File: src/rtl/lsu_req_seq.sv
// Load/store request sequencer: splits misaligned and capability accesses into two bus
// transactions and owns the response-side state. Optional error counter: LSU_REQ_SEQ_ERR_CNT_EN.
`timescale 1ns/1ps
module lsu_req_seq #(
  parameter bit          CHERIoTEn = 1'b1,
  parameter int unsigned ErrCntW   = 16
) (
  input  logic               clk_i,
  input  logic               rst_ni,
  input  logic               cheri_pmode_i,
  input  logic               lsu_req_i,
  input  logic               lsu_we_i,
  input  logic [1:0]         lsu_type_i,
  input  logic               lsu_sign_ext_i,
  input  logic               lsu_is_cap_i,
  input  logic [31:0]        lsu_addr_i,
  input  logic [32:0]        lsu_wdata_i,
  input  logic [32:0]        lsu_wcap_msw_i,
  output logic               lsu_busy_o,
  output logic               lsu_resp_valid_o,
  output logic               lsu_resp_err_o,
  output logic               data_req_o,
  input  logic               data_gnt_i,
  output logic [31:0]        data_addr_o,
  output logic               data_we_o,
  output logic [3:0]         data_be_o,
  output logic [32:0]        data_wdata_o,
  input  logic               data_rvalid_i,
  input  logic               data_err_i,
  input  logic [32:0]        data_rdata_i,
`ifdef LSU_REQ_SEQ_ERR_CNT_EN
  output logic [ErrCntW-1:0] err_cnt_o,
`endif
  output logic [23:0]        rdata_q,
  output logic [1:0]         rdata_offset_q,
  output logic [1:0]         data_type_q,
  output logic               data_sign_ext_q,
  output logic               data_we_q,
  output logic               lsu_err_q,
  output logic               cheri_err_q,
  output logic               resp_is_cap_q,
  output logic [1:0]         cap_rx_fsm_q,
  output logic [32:0]        cap_lsw_q,
  output logic               cap_lsw_err_q
);

  typedef enum logic [2:0] {IDLE, GNT1, RESP1, GNT2, RESP2} state_e;

  localparam logic [1:0] CRX_IDLE       = 2'b00;
  localparam logic [1:0] CRX_WAIT_RESP1 = 2'b01;
  localparam logic [1:0] CRX_WAIT_RESP2 = 2'b10;

  state_e      state_q;
  logic [31:2] addr_q;
  logic [32:0] wdata_q;
  logic [32:0] wmsw_q;
  logic        cheri_resp_q;

  logic        is_cap_req;
  logic        split;
  logic        in_second;
  logic [31:0] addr_first;
  logic [31:0] addr_second;
  logic [7:0]  word_be;
  logic [7:0]  half_be;
  logic [3:0]  byte_be;
  logic [3:0]  be_first;
  logic [3:0]  be_second;
  logic [63:0] wdata_dbl;

  assign is_cap_req = lsu_is_cap_i & CHERIoTEn & cheri_pmode_i;

  assign split = resp_is_cap_q
               | ((data_type_q == 2'b00) && (rdata_offset_q != 2'b00))
               | ((data_type_q == 2'b01) && (rdata_offset_q == 2'b11));

  assign in_second   = (state_q == GNT2) || (state_q == RESP2);
  assign addr_first  = resp_is_cap_q ? {addr_q[31:3], 3'b000} : {addr_q[31:2], 2'b00};
  assign addr_second = addr_first + 32'd4;

  // Shifting into a double-width mask yields both halves: low nibble first word, high nibble second.
  assign word_be = 8'h0F << rdata_offset_q;
  assign half_be = 8'h03 << rdata_offset_q;
  assign byte_be = 4'b0001 << rdata_offset_q;

  always_comb begin
    // NOTE: every combinational output gets a default first so no path infers a latch.
    be_first  = 4'h0;
    be_second = 4'h0;
    if (resp_is_cap_q) begin
      be_first  = 4'hF;
      be_second = 4'hF;
    end else begin
      case (data_type_q)
        2'b00: begin
          be_first  = word_be[3:0];
          be_second = word_be[7:4];
        end
        2'b01: begin
          be_first  = half_be[3:0];
          be_second = half_be[7:4];
        end
        default: be_first = byte_be;
      endcase
    end
  end

  assign wdata_dbl = {wdata_q[31:0], wdata_q[31:0]} << {rdata_offset_q, 3'b000};

  assign data_req_o   = (state_q == GNT1) || (state_q == GNT2);
  assign lsu_busy_o   = (state_q != IDLE);
  assign data_we_o    = data_req_o & data_we_q;
  assign data_addr_o  = !data_req_o ? 32'h0 : (in_second ? addr_second : addr_first);
  assign data_be_o    = !data_req_o ? 4'h0  : (in_second ? be_second : be_first);
  assign data_wdata_o = !data_req_o    ? 33'h0 :
                        resp_is_cap_q  ? (in_second ? wmsw_q : wdata_q) :
                                         {1'b0, wdata_dbl[63:32]};

  assign lsu_resp_valid_o = cheri_resp_q
                          | (data_rvalid_i & (((state_q == RESP1) & ~split) | (state_q == RESP2)));
  assign lsu_resp_err_o   = lsu_resp_valid_o & (data_err_i | lsu_err_q | cheri_err_q);

  always_ff @(posedge clk_i or negedge rst_ni) begin
    if (!rst_ni) begin
      state_q         <= IDLE;
      addr_q          <= '0;
      wdata_q         <= '0;
      wmsw_q          <= '0;
      cheri_resp_q    <= 1'b0;
      rdata_q         <= '0;
      rdata_offset_q  <= '0;
      data_type_q     <= '0;
      data_sign_ext_q <= 1'b0;
      data_we_q       <= 1'b0;
      lsu_err_q       <= 1'b0;
      cheri_err_q     <= 1'b0;
      resp_is_cap_q   <= 1'b0;
      cap_rx_fsm_q    <= CRX_IDLE;
      cap_lsw_q       <= '0;
      cap_lsw_err_q   <= 1'b0;
    end else begin
      // NOTE: non-blocking assignments so every register samples pre-edge values.
      cheri_resp_q <= 1'b0;
      case (state_q)
        IDLE: begin
          if (lsu_req_i) begin
            addr_q          <= lsu_addr_i[31:2];
            rdata_offset_q  <= lsu_addr_i[1:0];
            data_type_q     <= lsu_type_i;
            data_sign_ext_q <= lsu_sign_ext_i;
            data_we_q       <= lsu_we_i;
            wdata_q         <= lsu_wdata_i;
            wmsw_q          <= lsu_wcap_msw_i;
            resp_is_cap_q   <= is_cap_req;
            lsu_err_q       <= 1'b0;
            cap_lsw_err_q   <= 1'b0;
            if (is_cap_req && (lsu_addr_i[2:0] != 3'b000)) begin
              // Misaligned capability: answer with an error without touching the bus.
              cheri_err_q  <= 1'b1;
              cheri_resp_q <= 1'b1;
            end else begin
              cheri_err_q <= 1'b0;
              state_q     <= GNT1;
              if (is_cap_req) cap_rx_fsm_q <= CRX_WAIT_RESP1;
            end
          end
        end
        GNT1: if (data_gnt_i) state_q <= RESP1;
        RESP1: begin
          if (data_rvalid_i) begin
            if (split) begin
              state_q   <= GNT2;
              lsu_err_q <= data_err_i;
              if (resp_is_cap_q) begin
                cap_lsw_q     <= data_rdata_i;
                cap_lsw_err_q <= data_err_i;
                cap_rx_fsm_q  <= CRX_WAIT_RESP2;
              end else begin
                rdata_q <= data_rdata_i[31:8];
              end
            end else begin
              state_q <= IDLE;
            end
          end
        end
        GNT2: if (data_gnt_i) state_q <= RESP2;
        RESP2: begin
          if (data_rvalid_i) begin
            state_q <= IDLE;
            if (resp_is_cap_q) cap_rx_fsm_q <= CRX_IDLE;
          end
        end
        default: state_q <= IDLE;
      endcase
    end
  end

`ifdef LSU_REQ_SEQ_ERR_CNT_EN
  logic [ErrCntW-1:0] err_cnt_q;

  always_ff @(posedge clk_i or negedge rst_ni) begin
    if (!rst_ni) begin
      err_cnt_q <= '0;
    end else if (lsu_resp_valid_o && lsu_resp_err_o && !(&err_cnt_q)) begin
      err_cnt_q <= err_cnt_q + {{(ErrCntW-1){1'b0}}, 1'b1};
    end
  end

  assign err_cnt_o = err_cnt_q;
`endif

endmodule

File: config.mk
export PLATFORM = sky130hd
export DESIGN_NAME = lsu_req_seq
export DESIGN_NICKNAME = d
export VERILOG_FILES = /design/src/rtl/lsu_req_seq.sv
export SDC_FILE = /design/constraint.sdc
export NUM_CORES = 1
export LEC_CHECK = 0
export ABC_AREA = 0
export CAP_MARGIN = 20
export CORE_MARGIN = 10
export CORE_UTILIZATION = 49
export DETAILED_ROUTE_END_ITERATION = 10
export PLACE_DENSITY = 0.91
export SLEW_MARGIN = 10
export SYNTH_ARGS = -nofsm -noshare
export SYNTH_HDL_FRONTEND = slang
export SYNTH_SLANG_ARGS = --single-unit
export TNS_END_PERCENT = 50
File: constraint.sdc
create_clock -name clk_i -period 7.25 [get_ports clk_i]
set_input_delay 1.45 -clock clk_i [delete_from_list [all_inputs] [get_ports clk_i]]
set_output_delay 1.45 -clock clk_i [all_outputs]
set_load 0.01 [all_outputs]
==> results of run 1 <==
## layer usage
layer | GRT usage, % | vias up
li1 | - | 3899
met2 | 40.33 | 423
met3 | 8.988 | 41
met4 | 6.793 | 2
met1 | 29.03 | 4042
met5 | 0 | -
## per-stage QoR
step	std cells	setup slack [ps]	util (%)	power (uW)	hold slack (ps)
detailed placement	1483	2692	65.68	4563	462.6
global placement	1482	2680	65.60	4460	458.8
finish	1519	2472	69.37	5532	477.4
global route	1516	2284	69.33	5886	515.3
floorplan	1034	3517	-	3244	445.5
CTS	1515	2484	69.18	5527	481.9
## worst register-to-register path, stage by stage (launching register included)
cell and delay (ps):
sky130_fd_sc_hd__dfrtp_2 1070, sky130_fd_sc_hd__inv_1 210, sky130_fd_sc_hd__ha_1 260, sky130_fd_sc_hd__nand2b_1 120, sky130_fd_sc_hd__a31oi_2 210, sky130_fd_sc_hd__nor4b_4 310
sky130_fd_sc_hd__buf_4 370, sky130_fd_sc_hd__mux2_2 390
## flip-flops by register name (all words and copies together), names as in the netlist
signal,flops
cap_lsw_q,33
wdata_q,33
wmsw_q,33
addr_q,30
rdata_q,24
state_q,3
cap_rx_fsm_q,2
data_type_q,2
rdata_offset_q,2
cap_lsw_err_q,1
cheri_err_q,1
cheri_resp_q,1
data_sign_ext_q,1
data_we_q,1
lsu_err_q,1
resp_is_cap_q,1
## layout by cell type, fill, tap and decap left out, types with 2 or more instances in the layout
cell                                n
sky130_fd_sc_hd__a21o_1             2
sky130_fd_sc_hd__dfrtp_1          167
sky130_fd_sc_hd__nand2b_1           5
sky130_fd_sc_hd__and2_1             4
sky130_fd_sc_hd__o311a_1           24
sky130_fd_sc_hd__a311oi_1           9
sky130_fd_sc_hd__inv_1              6
sky130_fd_sc_hd__conb_1             2
sky130_fd_sc_hd__nand4_1           13
sky130_fd_sc_hd__buf_4              9
sky130_fd_sc_hd__and4_1             6
sky130_fd_sc_hd__inv_8              4
sky130_fd_sc_hd__inv_6              2
sky130_fd_sc_hd__nand3_1           39
sky130_fd_sc_hd__diode_2            3
sky130_fd_sc_hd__clkinv_8           6
sky130_fd_sc_hd__nor3_1             5
sky130_fd_sc_hd__clkbuf_16         17
sky130_fd_sc_hd__o22ai_1            2
sky130_fd_sc_hd__xnor2_1            3
sky130_fd_sc_hd__a21oi_1           15
sky130_fd_sc_hd__nor2b_1            4
sky130_fd_sc_hd__clkinv_1           2
sky130_fd_sc_hd__nand2_1          396
sky130_fd_sc_hd__dfrtp_2            2
sky130_fd_sc_hd__o21ai_0           11
sky130_fd_sc_hd__nand3b_1           2
sky130_fd_sc_hd__a21boi_0           2
sky130_fd_sc_hd__mux2_2            57
sky130_fd_sc_hd__nor2_1            93
sky130_fd_sc_hd__xor2_1            27
sky130_fd_sc_hd__and3_1             4
sky130_fd_sc_hd__mux2i_1           33
sky130_fd_sc_hd__ha_1               6
sky130_fd_sc_hd__clkdlybuf4s50_1  282
## cell families after synthesis
logic type      count (synthesis)  share of synthesized area (%)
compound gates                 78                          7.044
xor+xnor                       30                          2.941
fa+ha+maj                       6                         0.8402
buf+inv                        81                          4.341
flops                         169                          47.33
mux                            90                          10.88
other cells                     1                        0.04197
simple gates                  578                          26.58
## worst min-delay path by stage
stage                                        from                 endpoint  slack [ps]
final                      wmsw_q[12]$_DFFE_PN0P_   wmsw_q[12]$_DFFE_PN0P_         480
after global routing       wmsw_q[15]$_DFFE_PN0P_   wmsw_q[15]$_DFFE_PN0P_         520
after CTS                  wmsw_q[12]$_DFFE_PN0P_   wmsw_q[12]$_DFFE_PN0P_         480
after detailed placement   wmsw_q[12]$_DFFE_PN0P_   wmsw_q[12]$_DFFE_PN0P_         460
after global placement     wmsw_q[12]$_DFFE_PN0P_   wmsw_q[12]$_DFFE_PN0P_         460
after floorplan           wdata_q[32]$_DFFE_PN0P_  wdata_q[32]$_DFFE_PN0P_         450
## cells in the mapped netlist (2+ instances only)
cell                       instances  area, sq um
sky130_fd_sc_hd__a21boi_0          2        15.01
sky130_fd_sc_hd__a21o_1            2        15.01
sky130_fd_sc_hd__a21oi_1          15        75.07
sky130_fd_sc_hd__a311oi_1          9        78.83
sky130_fd_sc_hd__and2_1            4        25.02
sky130_fd_sc_hd__and3_1            4        25.02
sky130_fd_sc_hd__and4_1            6        52.55
sky130_fd_sc_hd__buf_1             3        11.26
sky130_fd_sc_hd__buf_2            25        125.1
sky130_fd_sc_hd__buf_4            10        75.07
sky130_fd_sc_hd__buf_6             2        22.52
sky130_fd_sc_hd__clkbuf_1         33        123.9
sky130_fd_sc_hd__clkinv_1          2        7.510
sky130_fd_sc_hd__dfrtp_1         169         4229
sky130_fd_sc_hd__ha_1              6        75.07
sky130_fd_sc_hd__inv_1             6        22.52
sky130_fd_sc_hd__mux2_2           57        641.9
sky130_fd_sc_hd__mux2i_1          33        330.3
sky130_fd_sc_hd__nand2_1         396         1486
sky130_fd_sc_hd__nand2b_1          6        37.54
sky130_fd_sc_hd__nand3_1          39        195.2
sky130_fd_sc_hd__nand3b_1          2        15.01
sky130_fd_sc_hd__nand4_1          13        81.33
sky130_fd_sc_hd__nor2_1           94        352.8
sky130_fd_sc_hd__nor2b_1           4        25.02
sky130_fd_sc_hd__nor3_1            5        25.02
sky130_fd_sc_hd__o21ai_0          11        55.05
sky130_fd_sc_hd__o22ai_1           2        12.51
sky130_fd_sc_hd__o311a_1          24        240.2
sky130_fd_sc_hd__xnor2_1           3        26.28
sky130_fd_sc_hd__xor2_1           27        236.5
## power by group
part           switching [uW]  leakage, uW  internal [uW]
Combinational            1410      0.00328           1320
Clock                     448     0.000302            501
Sequential                470      0.00210           1390
Total                    2320      0.00569           3210
## cell type report
| class | instances | area, sq um |
|---|---|---|
| antenna | 3 | 7.507 |
| clock buffer | 17 | 425.4 |
| clock inverter | 15 | 202.7 |
| fill | 1378 | 5502 |
| inverter | 8 | 30.03 |
| multi-input combinational | 784 | 4334 |
| sequential | 169 | 4232 |
| tap | 229 | 286.5 |
| timing repair buffer | 294 | 2944 |
==> tab_implementation.tex, run 1 <==
\begin{tabular}{lr}
\hline
Metric & Value \\
\hline
\multicolumn{2}{l}{\textbf{Timing}} \\
\quad Slew @ Worst Pin & $\sim$1100 ps \\
\quad Hold violation count in the final report & 0 \\
\quad Number of pins exceeding their max-slew limit in the final report & 0 \\
\quad Setup repair after global routing missed its margin & false \\
\quad Total setup violations reported at the end of the flow & 0 \\
\quad Largest clock skew in the final design & $\sim$13 ps \\
\quad Final period util & roughly two thirds \\
\quad Setup Total Neg Slack & 0 ps \\
\quad Maximum operating frequency & approximately 210 MHz \\
\quad Headroom to the max-slew limit & between 20\% and 30\% \\
\quad Shortest period the worst path allows & about 4800 ps \\
\multicolumn{2}{l}{\textbf{Floorplanning}} \\
\quad Standard-cell row count & 49 \\
\quad Initial core utilization & between 40\% and 50\% \\
\quad Std-Cell Core Area & between 15,000 and 20,000 sq um \\
\quad Horiz. Die Dim & about 160 microns \\
\quad Full die area & between 20,000 and 25,000 sq um \\
\quad I/O pins & $\sim$290 \\
\quad Die span in y & roughly 160 microns \\
\multicolumn{2}{l}{\textbf{Power}} \\
\quad Power Density & 443.9 nW/um\^{}2 \\
\quad Static Leakage & 0.005688 uW \\
\quad Maximum resistive drop on vdd & approximately 0.00023 V \\
\multicolumn{2}{l}{\textbf{Job}} \\
\quad Number of max-cap violations & 0 \\
\multicolumn{2}{l}{\textbf{Detailed routing}} \\
\quad Topmost layer with routed signal wires & met5 \\
\quad Detailed-route wire length & 30.16 mm \\
\quad Detailed router's first-iteration violation count & slightly above 800 \\
\quad Met2 Routed Length & 14.68 mm \\
\quad Post-route met1 wirelength & $\sim$12 mm \\
\quad Detailed-route DRC error count & 0 \\
\quad Remaining antenna violation count & 0 \\
\quad Total number of vias & 8,407 \\
\quad Routed wire length per instance & 19.85 microns \\
\quad Drt via density & between 5 and 6 \\
\quad Routed wl met3 & around 3.2 mm \\
\quad First-pass detailed-route iteration total & 5 \\
\multicolumn{2}{l}{\textbf{Yosys}} \\
\quad Count of flip-flops with a built-in enable after synthesis & 0 \\
\quad Netlist area before placement & 8935 sq um \\
\quad Fraction of the yosys area taken by sequential cells & 47.33\% \\
\quad Post-synth top flop & sky130\_fd\_sc\_hd\_\_dfrtp\_1 \\
\quad Warnings, synthesis & 0 \\
\quad Number of distinct library cells after synthesis & 50 \\
\quad Seq cells post-synth & 169 \\
\quad Synthesized instance count & approximately 1,000 \\
\quad Share of flip-flops with an asynchronous set or reset after synthesis & 100.0\% \\
\quad Mean instance size in the synthesized netlist & around 8.6 sq um \\
\multicolumn{2}{l}{\textbf{Min path}} \\
\quad Path class of the lowest-slack min-delay path & flop to flop \\
\quad Number of cells on the worst hold path & 2 \\
\multicolumn{2}{l}{\textbf{Worst setup path}} \\
\quad Critical Path End Type & primary output \\
\quad Number of cells on the worst reg-to-reg path & 7 \\
\quad Family with the most delay on the worst path & simple AND/OR/NAND/NOR gates \\
\quad Critical Path AT & $\sim$3300 ps \\
\quad Cell-by-cell trace of the critical path & nand3b\_1 -> nand2\_1 -> buf\_8 -> nand2\_1 -> a311oi\_1 -> clkdlybuf4s50\_1 \\
\quad Slowest cell on the critical path & sky130\_fd\_sc\_hd\_\_dfrtp\_1 \\
\quad Class of the most critical setup path & flop to primary output \\
\quad Worst path buffer plus inverter count & 2 \\
\quad Startpoint of the worst-slack reg-to-reg timing path & rdata\_offset\_q[1]\$\_DFFE\_PN0P\_ \\
\quad Delay of the slowest critical-path stage & roughly 740 ps \\
\quad Capturing instance or port of the critical path & data\_wdata\_o[13] \\
\quad Endpoint of the lowest-slack register-to-register path & rdata\_q[12]\$\_DFFE\_PN0P\_ \\
\quad Worst-path maximum fanout & 26 \\
\quad Critical Path Stages & 6 \\
\quad Data required time of the worst path & 5800 ps \\
\quad Critical Path Start Type & flop \\
\quad Setup slack of the worst register-to-register path & 4220 ps \\
\quad Dominant cell type by count on the critical path & sky130\_fd\_sc\_hd\_\_nand2\_1 \\
\quad Launch point of the critical path & state\_q[1]\$\_DFFE\_PN0P\_ \\
\multicolumn{2}{l}{\textbf{Final layout}} \\
\quad Layout-stage area growth over the synthesis result & 39.48\% \\
\quad Fraction of final layout cells with drive strength greater than 1 & 8.780\% \\
\quad Nets & roughly 1,400 \\
\quad Post-route cell area & about 12,000 sq um \\
\multicolumn{2}{l}{\textbf{GRT}} \\
\quad Number of global-route vias before repair & approximately 8,300 \\
\quad Total global routing overflow & 0 \\
\quad Number of antenna violations at the first check in global routing & 3 \\
\quad All-layer global routing usage & approximately a quarter \\
\quad Wire length of the first global-routing pass & approximately 47 mm \\
\quad Maximum number of pins on one net before global-route repair & 106 \\
\multicolumn{2}{l}{\textbf{CTS}} \\
\quad Cells resized by post-CTS repair & 0 \\
\quad Depth of the CTS H-tree & 4 \\
\quad Clock buffer count from CTS & 17 \\
\quad Number of buffers on the longest clock path & 2 \\
\quad Clock Sink Count & roughly 170 \\
\quad Clock latency at the later pin of the worst-skew pair & between 400 and 500 ps \\
\quad Clock-pin slew of the registers on the worst-case setup and hold paths & $\sim$70 ps \\
\quad Hold buffer count at cts & 0 \\
\quad Post-CTS Setup Repair Bufs & 0 \\
\quad Clock tree from TritonCTS & built \\
\quad Clock tree root buffer cell & sky130\_fd\_sc\_hd\_\_clkbuf\_16 \\
\multicolumn{2}{l}{\textbf{Placed design}} \\
\quad Count of port buffers added during placement & about 280 \\
\quad RePlAce Congestion & about 0.95 \\
\quad HPWL after detailed placement & $\sim$22 mm \\
\quad Area after DPL & around 12,000 sq um \\
\multicolumn{2}{l}{\textbf{Run status}} \\
\quad Result of the run & finished, final reports clean \\
\hline
\end{tabular}
Power figures use the tool's default switching activity.
==> run 2: changes to the inputs <==
--- a/config.mk
+++ b/config.mk
@@ -8,9 +8,9 @@
 export ABC_AREA = 0
 export CAP_MARGIN = 20
 export CORE_MARGIN = 10
-export CORE_UTILIZATION = 49
+export CORE_UTILIZATION = 47
 export DETAILED_ROUTE_END_ITERATION = 10
-export PLACE_DENSITY = 0.91
+export PLACE_DENSITY = 0.88
 export SLEW_MARGIN = 10
 export SYNTH_ARGS = -nofsm -noshare
 export SYNTH_HDL_FRONTEND = slang
==> constraint.sdc (replaced) <==
create_clock -name clk_i -period 5 [get_ports clk_i]
set_input_delay 1 -clock clk_i [delete_from_list [all_inputs] [get_ports clk_i]]
set_output_delay 1 -clock clk_i [all_outputs]
set_load 0.01 [all_outputs]
==> tab_implementation.tex, run 2 (same netlist as run 1, synthesis figures left out) <==
\begin{tabular}{lr}
\hline
Metric & Value \\
\hline
\multicolumn{2}{l}{\textbf{Run status}} \\
\quad Result of the run & finished, final reports clean \\
\multicolumn{2}{l}{\textbf{Timing}} \\
\quad Fin Hold WS & 480.6 ps (+3.264 ps) \\
\quad Largest clock skew in the final design & 19.74 ps (+6.565 ps) \\
\quad Total setup violations reported at the end of the flow & 0 (unchanged) \\
\quad Headroom to the max-slew limit & 46.93\% (+17 points) \\
\quad Hold violation count in the final report & 0 (unchanged) \\
\quad Setup repair after global routing missed its margin & false \\
\quad Slew @ Worst Pin & 791.1 ps (-266.1 ps) \\
\quad Number of pins exceeding their max-slew limit in the final report & 0 (unchanged) \\
\quad Shortest period the worst path allows & around 4200 ps \\
\quad Maximum operating frequency & between 200 and 250 MHz \\
\quad Setup Total Neg Slack & 0 ps (unchanged) \\
\quad Final period util & between 80\% and 90\% \\
\quad Fin worst setup slack & 778.9 ps (-1693 ps) \\
\multicolumn{2}{l}{\textbf{Worst setup path}} \\
\quad Endpoint of the lowest-slack register-to-register path & rdata\_q[12]\$\_DFFE\_PN0P\_ \\
\quad Data required time of the worst path & 4000 ps (-1800 ps) \\
\quad Launch point of the critical path & state\_q[1]\$\_DFFE\_PN0P\_ \\
\quad Cell-by-cell trace of the critical path & nand3b\_1 -> a21oi\_4 -> nand4\_1 -> xor2\_1 -> nor2\_1 -> clkdlybuf4s50\_1 \\
\quad Slowest cell on the critical path & sky130\_fd\_sc\_hd\_\_dfrtp\_1 \\
\quad Number of cells on the worst reg-to-reg path & 7 (unchanged) \\
\quad Critical Path Start Type & flop \\
\quad Capturing instance or port of the critical path & data\_addr\_o[31] \\
\quad Critical Path AT & 3220 ps (-110 ps) \\
\quad Family with the most delay on the worst path & simple AND/OR/NAND/NOR gates \\
\quad Critical Path End Type & primary output \\
\quad Class of the most critical setup path & flop to primary output \\
\quad Startpoint of the worst-slack reg-to-reg timing path & rdata\_offset\_q[0]\$\_DFFE\_PN0P\_ \\
\quad Worst-path maximum fanout & 19 (-27\%) \\
\quad Worst path buffer plus inverter count & 1 (-1) \\
\quad Critical Path Stages & 6 (unchanged) \\
\quad Delay of the slowest critical-path stage & 720 ps (-20 ps) \\
\quad Setup slack of the worst register-to-register path & 2530 ps (-1690 ps) \\
\multicolumn{2}{l}{\textbf{Detailed routing}} \\
\quad Detailed router's first-iteration violation count & 711 (-13\%) \\
\quad Detailed-route DRC error count & 0 (unchanged) \\
\quad Total number of vias & 8,213 (-2.3\%) \\
\quad Remaining antenna violation count & 0 (unchanged) \\
\quad Detailed-route wire length & 28.86 mm (-4.3\%) \\
\quad First-pass detailed-route iteration total & 5 (unchanged) \\
\quad Drt via density & 5.379 (-2.8\%) \\
\quad Routed wire length per instance & 18.90 microns (-4.8\%) \\
\multicolumn{2}{l}{\textbf{CTS}} \\
\quad Clock Sink Count & 169 (unchanged) \\
\quad Clock tree from TritonCTS & built \\
\quad Hold buffer count at cts & 0 (unchanged) \\
\quad Clock buffer count from CTS & 17 (unchanged) \\
\quad Depth of the CTS H-tree & 4 (unchanged) \\
\quad Clock latency at the later pin of the worst-skew pair & 440 ps (about the same) \\
\quad Clock tree root buffer cell & sky130\_fd\_sc\_hd\_\_clkbuf\_16 \\
\quad Post-CTS Setup Repair Bufs & 0 (unchanged) \\
\quad Cells resized by post-CTS repair & 0 (unchanged) \\
\quad Clock-pin slew of the registers on the worst-case setup and hold paths & 80 ps (about the same) \\
\quad Number of buffers on the longest clock path & 2 (unchanged) \\
\multicolumn{2}{l}{\textbf{Final layout}} \\
\quad Fraction of final layout cells with drive strength greater than 1 & 8.922\% (+0.14 points) \\
\quad Most common library cell in the layout ignoring fill and taps & sky130\_fd\_sc\_hd\_\_nand2\_1 \\
\quad Nets & 1,425 (+0.14\%) \\
\quad Layout Cells excl Fill & 1,527 (+0.53\%) \\
\quad Layout-stage area growth over the synthesis result & 39.56\% (about the same) \\
\quad Final core area utilization & 66.66\% (-2.7 points) \\
\quad Top library cells by usage in the layout, fill and taps aside & 396 x sky130\_fd\_sc\_hd\_\_nand2\_1, 282 x sky130\_fd\_sc\_hd\_\_clkdlybuf4s50\_1, 167 x sky130\_fd\_sc\_hd\_\_dfrtp\_1, 93 x sky130\_fd\_sc\_hd\_\_nor2\_1, 57 x sky130\_fd\_sc\_hd\_\_mux2\_2 \\
\quad Top flop regs & cap\_lsw\_q x33, wdata\_q x33, wmsw\_q x33 \\
\multicolumn{2}{l}{\textbf{Placed design}} \\
\quad HPWL after detailed placement & 21.17 mm (-4.4\%) \\
\quad RePlAce Congestion & 0.8569 (-10\%) \\
\quad Total placed cells including tap cells & 1,491 (+0.54\%) \\
\quad Count of port buffers added during placement & 283 (unchanged) \\
\quad Pre-CTS setup slack & 1216 ps (-1476 ps) \\
\multicolumn{2}{l}{\textbf{Floorplanning}} \\
\quad Standard-cell row count & 50 (+2.0\%) \\
\quad Horiz. Die Dim & 157.9 microns (+1.8\%) \\
\quad I/O pins & 286 (unchanged) \\
\quad Std-Cell Core Area & 18,710 sq um (+4.1\%) \\
\quad Die span in y & 157.9 microns (+1.8\%) \\
\quad Initial core utilization & 47.77\% (-2.0 points) \\
\quad Full die area & 24,920 sq um (+3.7\%) \\
\multicolumn{2}{l}{\textbf{Job}} \\
\quad Number of max-cap violations & 0 (unchanged) \\
\multicolumn{2}{l}{\textbf{Min path}} \\
\quad Path class of the lowest-slack min-delay path & flop to flop \\
\multicolumn{2}{l}{\textbf{GRT}} \\
\quad Wire length of the first global-routing pass & 44.48 mm (-5.1\%) \\
\quad Maximum number of pins on one net before global-route repair & 90 (-15\%) \\
\quad All-layer global routing usage & 22.81\% (-1.5 points) \\
\quad Number of antenna violations at the first check in global routing & 5 (+2) \\
\quad Total global routing overflow & 0 (unchanged) \\
\quad Number of global-route vias before repair & 7,976 (-4.3\%) \\
\multicolumn{2}{l}{\textbf{Power}} \\
\quad Power Density & 633.4 nW/um\^{}2 (+43\%) \\
\quad Static Leakage & 0.005692 uW (about the same) \\
\quad Maximum resistive drop on vdd & 0.0003316 V (+42\%) \\
\hline
\end{tabular}
==> run 2: worst min-delay path, stage by stage (launching register included) <==
cell and delay (ps):
sky130_fd_sc_hd__dfrtp_1 350, sky130_fd_sc_hd__nand2_1 50, sky130_fd_sc_hd__nand2_1 50
==> run 2: metrics by stage <==
stage          total power (uW)  area [sq um]
2_1_floorplan              4704          8939
3_3_place_gp               6444         11850
3_5_place_dp               6549         11850
4_1_cts                    7927         12460
5_1_grt                    8431         12460
6_report                   7898         12470
==> run 2: layout make-up <==
cell class,instances,area [sq um]
fill,1468,6236
multi-input combinational,784,4334
sequential,169,4232
timing repair buffer,296,2957
clock buffer,17,425.4
tap,234,292.8
clock inverter,15,188.9
inverter,8,30.03
antenna,4,10.01
==> run 2: power by group <==
group          leakage, uW  switching [uW]  internal (uW)
combinational      0.00329            2020           1900
sequential         0.00210             607           2020
clock             0.000299             663            686
==> run 2: metal layers <==
layer | track usage, % | wire, microns | vias up | part of all wire, %
met4 | 7.747 | 709 | 4 | 2.5
met1 | 27.45 | 11310 | 3916 | 39
met5 | 0 | 17 | - | 0.059
met2 | 37.05 | 13770 | 344 | 48
li1 | - | - | 3899 | -
met3 | 8.250 | 3056 | 50 | 11
==> run 2: how the worst min path moves through the flow <==
stage / from / end / cells after the start
floorplan: wdata_q[32]$_DFFE_PN0P_ / wdata_q[32]$_DFFE_PN0P_ / 2
global placement: wmsw_q[25]$_DFFE_PN0P_ / wmsw_q[25]$_DFFE_PN0P_ / 2
detailed placement: wmsw_q[24]$_DFFE_PN0P_ / wmsw_q[24]$_DFFE_PN0P_ / 2
CTS: wmsw_q[24]$_DFFE_PN0P_ / wmsw_q[24]$_DFFE_PN0P_ / 2
global route: wmsw_q[16]$_DFFE_PN0P_ / wmsw_q[16]$_DFFE_PN0P_ / 2
finish: wmsw_q[3]$_DFFE_PN0P_ / wmsw_q[3]$_DFFE_PN0P_ / 2
==> run 3: changes to the inputs <==
==> constraint.sdc (replaced) <==
create_clock -name clk_i -period 4.2 [get_ports clk_i]
set_input_delay 0.84 -clock clk_i [delete_from_list [all_inputs] [get_ports clk_i]]
set_output_delay 0.84 -clock clk_i [all_outputs]
set_load 0.01 [all_outputs]
==> tab_implementation.tex, run 3 (same netlist as run 1, synthesis figures left out) <==
\begin{tabular}{lr}
\hline
Metric & Value \\
\hline
\multicolumn{2}{l}{\textbf{Floorplanning}} \\
\quad Initial core utilization & 47.77\% (unchanged) \\
\quad Horiz. Die Dim & 157.9 microns (unchanged) \\
\quad Standard-cell row count & 50 (unchanged) \\
\quad I/O pins & 286 (unchanged) \\
\quad Full die area & 24,920 sq um (unchanged) \\
\quad Std-Cell Core Area & 18,710 sq um (unchanged) \\
\quad Die span in y & 157.9 microns (unchanged) \\
\multicolumn{2}{l}{\textbf{Min path}} \\
\quad Path class of the lowest-slack min-delay path & input port to async pin \\
\multicolumn{2}{l}{\textbf{Worst setup path}} \\
\quad Critical Path AT & 3160 ps (-60 ps) \\
\quad Setup slack of the worst register-to-register path & 1880 ps (-650 ps) \\
\quad Endpoint of the lowest-slack register-to-register path & rdata\_q[10]\$\_DFFE\_PN0P\_ \\
\quad Startpoint of the worst-slack reg-to-reg timing path & rdata\_offset\_q[0]\$\_DFFE\_PN0P\_ \\
\quad Worst-path maximum fanout & 33 (+14) \\
\quad Number of cells on the worst reg-to-reg path & 8 (+1) \\
\quad Critical Path End Type & primary output \\
\quad Class of the most critical setup path & flop to primary output \\
\quad Critical Path Start Type & flop \\
\quad Data required time of the worst path & 3360 ps (-640 ps) \\
\multicolumn{2}{l}{\textbf{Final layout}} \\
\quad Layout-stage area growth over the synthesis result & 39.81\% \\
\quad Top library cells by usage in the layout, fill and taps aside & 396 x sky130\_fd\_sc\_hd\_\_nand2\_1, 282 x sky130\_fd\_sc\_hd\_\_clkdlybuf4s50\_1, 166 x sky130\_fd\_sc\_hd\_\_dfrtp\_1, 93 x sky130\_fd\_sc\_hd\_\_nor2\_1, 57 x sky130\_fd\_sc\_hd\_\_mux2\_2 \\
\quad Top flop regs & cap\_lsw\_q x33, wdata\_q x33, wmsw\_q x33 \\
\quad Final core area utilization & 66.78\% (+0.12 points) \\
\quad Final-layout fill cell count & 1,498 (+2.0\%) \\
\quad Layout Cells excl Fill & 1,528 (+0.065\%) \\
\quad Most common library cell in the layout ignoring fill and taps & sky130\_fd\_sc\_hd\_\_nand2\_1 \\
\quad Nets & 1,428 (+0.21\%) \\
\quad Fraction of final layout cells with drive strength greater than 1 & 9.211\% (+0.29 points) \\
\multicolumn{2}{l}{\textbf{Power}} \\
\quad Sequential share of power & 33.0\% (-0.2 points) \\
\quad Int Pwr & 5492 uW (+19\%) \\
\quad Switching power of the nets & 3955 uW (+20\%) \\
\quad Net switching share of the total power & 41.87\% (+0.17 points) \\
\quad Power Density & 756.2 nW/um\^{}2 (+19\%) \\
\quad Maximum resistive drop on vdd & 0.0003870 V (+17\%) \\
\quad Static Leakage & 0.005707 uW (+0.26\%) \\
\quad Clock network fraction of design power & 16.7\% (-0.4 points) \\
\quad Fraction of power consumed by combinational cells & 50.3\% (+0.6 points) \\
\quad Final Power & 9447 uW (+20\%) \\
\multicolumn{2}{l}{\textbf{Timing}} \\
\quad Total setup violations reported at the end of the flow & 0 (unchanged) \\
\quad Number of pins exceeding their max-slew limit in the final report & 0 (unchanged) \\
\quad Shortest period the worst path allows & approximately 4000 ps \\
\quad Fin Hold WS & 275.0 ps (-205.6 ps) \\
\quad Hold violation count in the final report & 0 (unchanged) \\
\quad Final period util & about 95\% \\
\quad Headroom to the max-slew limit & 41.34\% (-5.6 points) \\
\quad Setup repair after global routing missed its margin & false \\
\quad Setup Total Neg Slack & 0 ps (unchanged) \\
\quad Maximum operating frequency & around 250 MHz \\
\quad Slew @ Worst Pin & 874.4 ps (+83.31 ps) \\
\quad Largest clock skew in the final design & 16.32 ps (-3.418 ps) \\
\multicolumn{2}{l}{\textbf{Placed design}} \\
\quad HPWL after detailed placement & 21.70 mm (+2.5\%) \\
\quad Total placed cells including tap cells & 1,493 (+0.13\%) \\
\quad RePlAce Congestion & 0.8919 (+4.1\%) \\
\quad Count of port buffers added during placement & 283 (unchanged) \\
\multicolumn{2}{l}{\textbf{GRT}} \\
\quad Maximum number of pins on one net before global-route repair & 113 (+26\%) \\
\quad Number of antenna violations at the first check in global routing & 3 (-2) \\
\quad All-layer global routing usage & 23.46\% (+0.65 points) \\
\quad Wire length of the first global-routing pass & 45.93 mm (+3.2\%) \\
\quad Number of global-route vias before repair & 8,353 (+4.7\%) \\
\quad Total global routing overflow & 0 (unchanged) \\
\multicolumn{2}{l}{\textbf{CTS}} \\
\quad Clock tree from TritonCTS & built \\
\quad Number of buffers on the longest clock path & 2 (unchanged) \\
\quad Cells resized by post-CTS repair & 0 (unchanged) \\
\quad Clock buffer count from CTS & 17 (unchanged) \\
\quad Clock Sink Count & 169 (unchanged) \\
\quad Clock latency at the later pin of the worst-skew pair & 430 ps (about the same) \\
\quad Post-CTS Setup Repair Bufs & 0 (unchanged) \\
\quad Clock tree root buffer cell & sky130\_fd\_sc\_hd\_\_clkbuf\_16 \\
\quad Clock-pin slew of the registers on the worst-case setup and hold paths & 80 ps (about the same) \\
\quad Hold buffer count at cts & 0 (unchanged) \\
\quad Depth of the CTS H-tree & 4 (unchanged) \\
\multicolumn{2}{l}{\textbf{Detailed routing}} \\
\quad Routed wire length per instance & 19.48 microns (+3.1\%) \\
\quad Detailed-route DRC error count & 0 (unchanged) \\
\quad Detailed router's first-iteration violation count & 738 (+3.8\%) \\
\quad Detailed-route wire length & 29.76 mm (+3.1\%) \\
\quad Remaining antenna violation count & 0 (unchanged) \\
\quad First-pass detailed-route iteration total & 5 (unchanged) \\
\quad Total number of vias & 8,351 (+1.7\%) \\
\quad Drt via density & 5.465 (+1.6\%) \\
\multicolumn{2}{l}{\textbf{Run status}} \\
\quad Result of the run & finished, final reports clean \\
\multicolumn{2}{l}{\textbf{Job}} \\
\quad Number of max-cap violations & 0 (unchanged) \\
\hline
\end{tabular}
## run 3: worst max-delay path, cell delays in order (launching register included)
cell                              delay, ps
sky130_fd_sc_hd__dfrtp_1                540
sky130_fd_sc_hd__nand3b_1               340
sky130_fd_sc_hd__and2_1                 300
sky130_fd_sc_hd__buf_4                  390
sky130_fd_sc_hd__nand2_1                130
sky130_fd_sc_hd__a311oi_1               370
sky130_fd_sc_hd__clkdlybuf4s50_1        630
## run 3: worst max-delay path by stage
stage                                  to                          start  slack [ps]  depth (start not counted)
after floorplan            lsu_resp_err_o  rdata_offset_q[0]$_DFFE_PN0P_        1110                          9
after global placement    data_addr_o[31]         state_q[1]$_DFFE_PN0P_         720                          6
after detailed placement  data_addr_o[31]         state_q[1]$_DFFE_PN0P_         660                          6
after CTS                 data_wdata_o[9]         state_q[1]$_DFFE_PN0P_         110                          6
after global routing      data_wdata_o[9]         state_q[2]$_DFFE_PN0P_         100                          6
final                     data_wdata_o[9]         state_q[2]$_DFFE_PN0P_         200                          6
## run 3: cell type report
type / count / area [sq um] / share of cell area, %
Antenna cell: 2 / 5.005 / 0.04006
Clock buffer: 17 / 425.4 / 3.405
Clock inverter: 15 / 172.7 / 1.382
Inverter: 8 / 30.03 / 0.2404
Multi-Input combinational cell: 784 / 4334 / 34.70
Sequential cell: 169 / 4233 / 33.88
Tap cell: 234 / 292.8 / 2.344
Timing Repair Buffer: 299 / 2999 / 24.01
## run 3: metal layers
metal / track usage [%] / vias to the layer above / wire [microns]
met5: 0 / - / 8
met4: 8.682 / 2 / 794
met3: 7.381 / 54 / 3041
met2: 38.40 / 393 / 14190
met1: 28.39 / 4006 / 11730
li1: - / 3896 / -
## run 3: metrics by stage
| step | setup WS (ps) | area, sq um |
|---|---|---|
| 2_1_floorplan | 1111 | 8939 |
| 3_3_place_gp | 724.1 | 11860 |
| 3_5_place_dp | 660.1 | 11860 |
| 4_1_cts | 112.7 | 12460 |
| 5_1_grt | 100.2 | 12490 |
| 6_report | 204.9 | 12490 |
## run 3: power groups by stage
stage	Sequential (uW)	Clock (uW)	Combinational [uW]
floorplan	3040	0	2560
global placement	3070	0	4620
detailed placement	3110	0	4730
CTS	3090	1600	4770
global route	3220	1670	5180
finish	3120	1580	4750
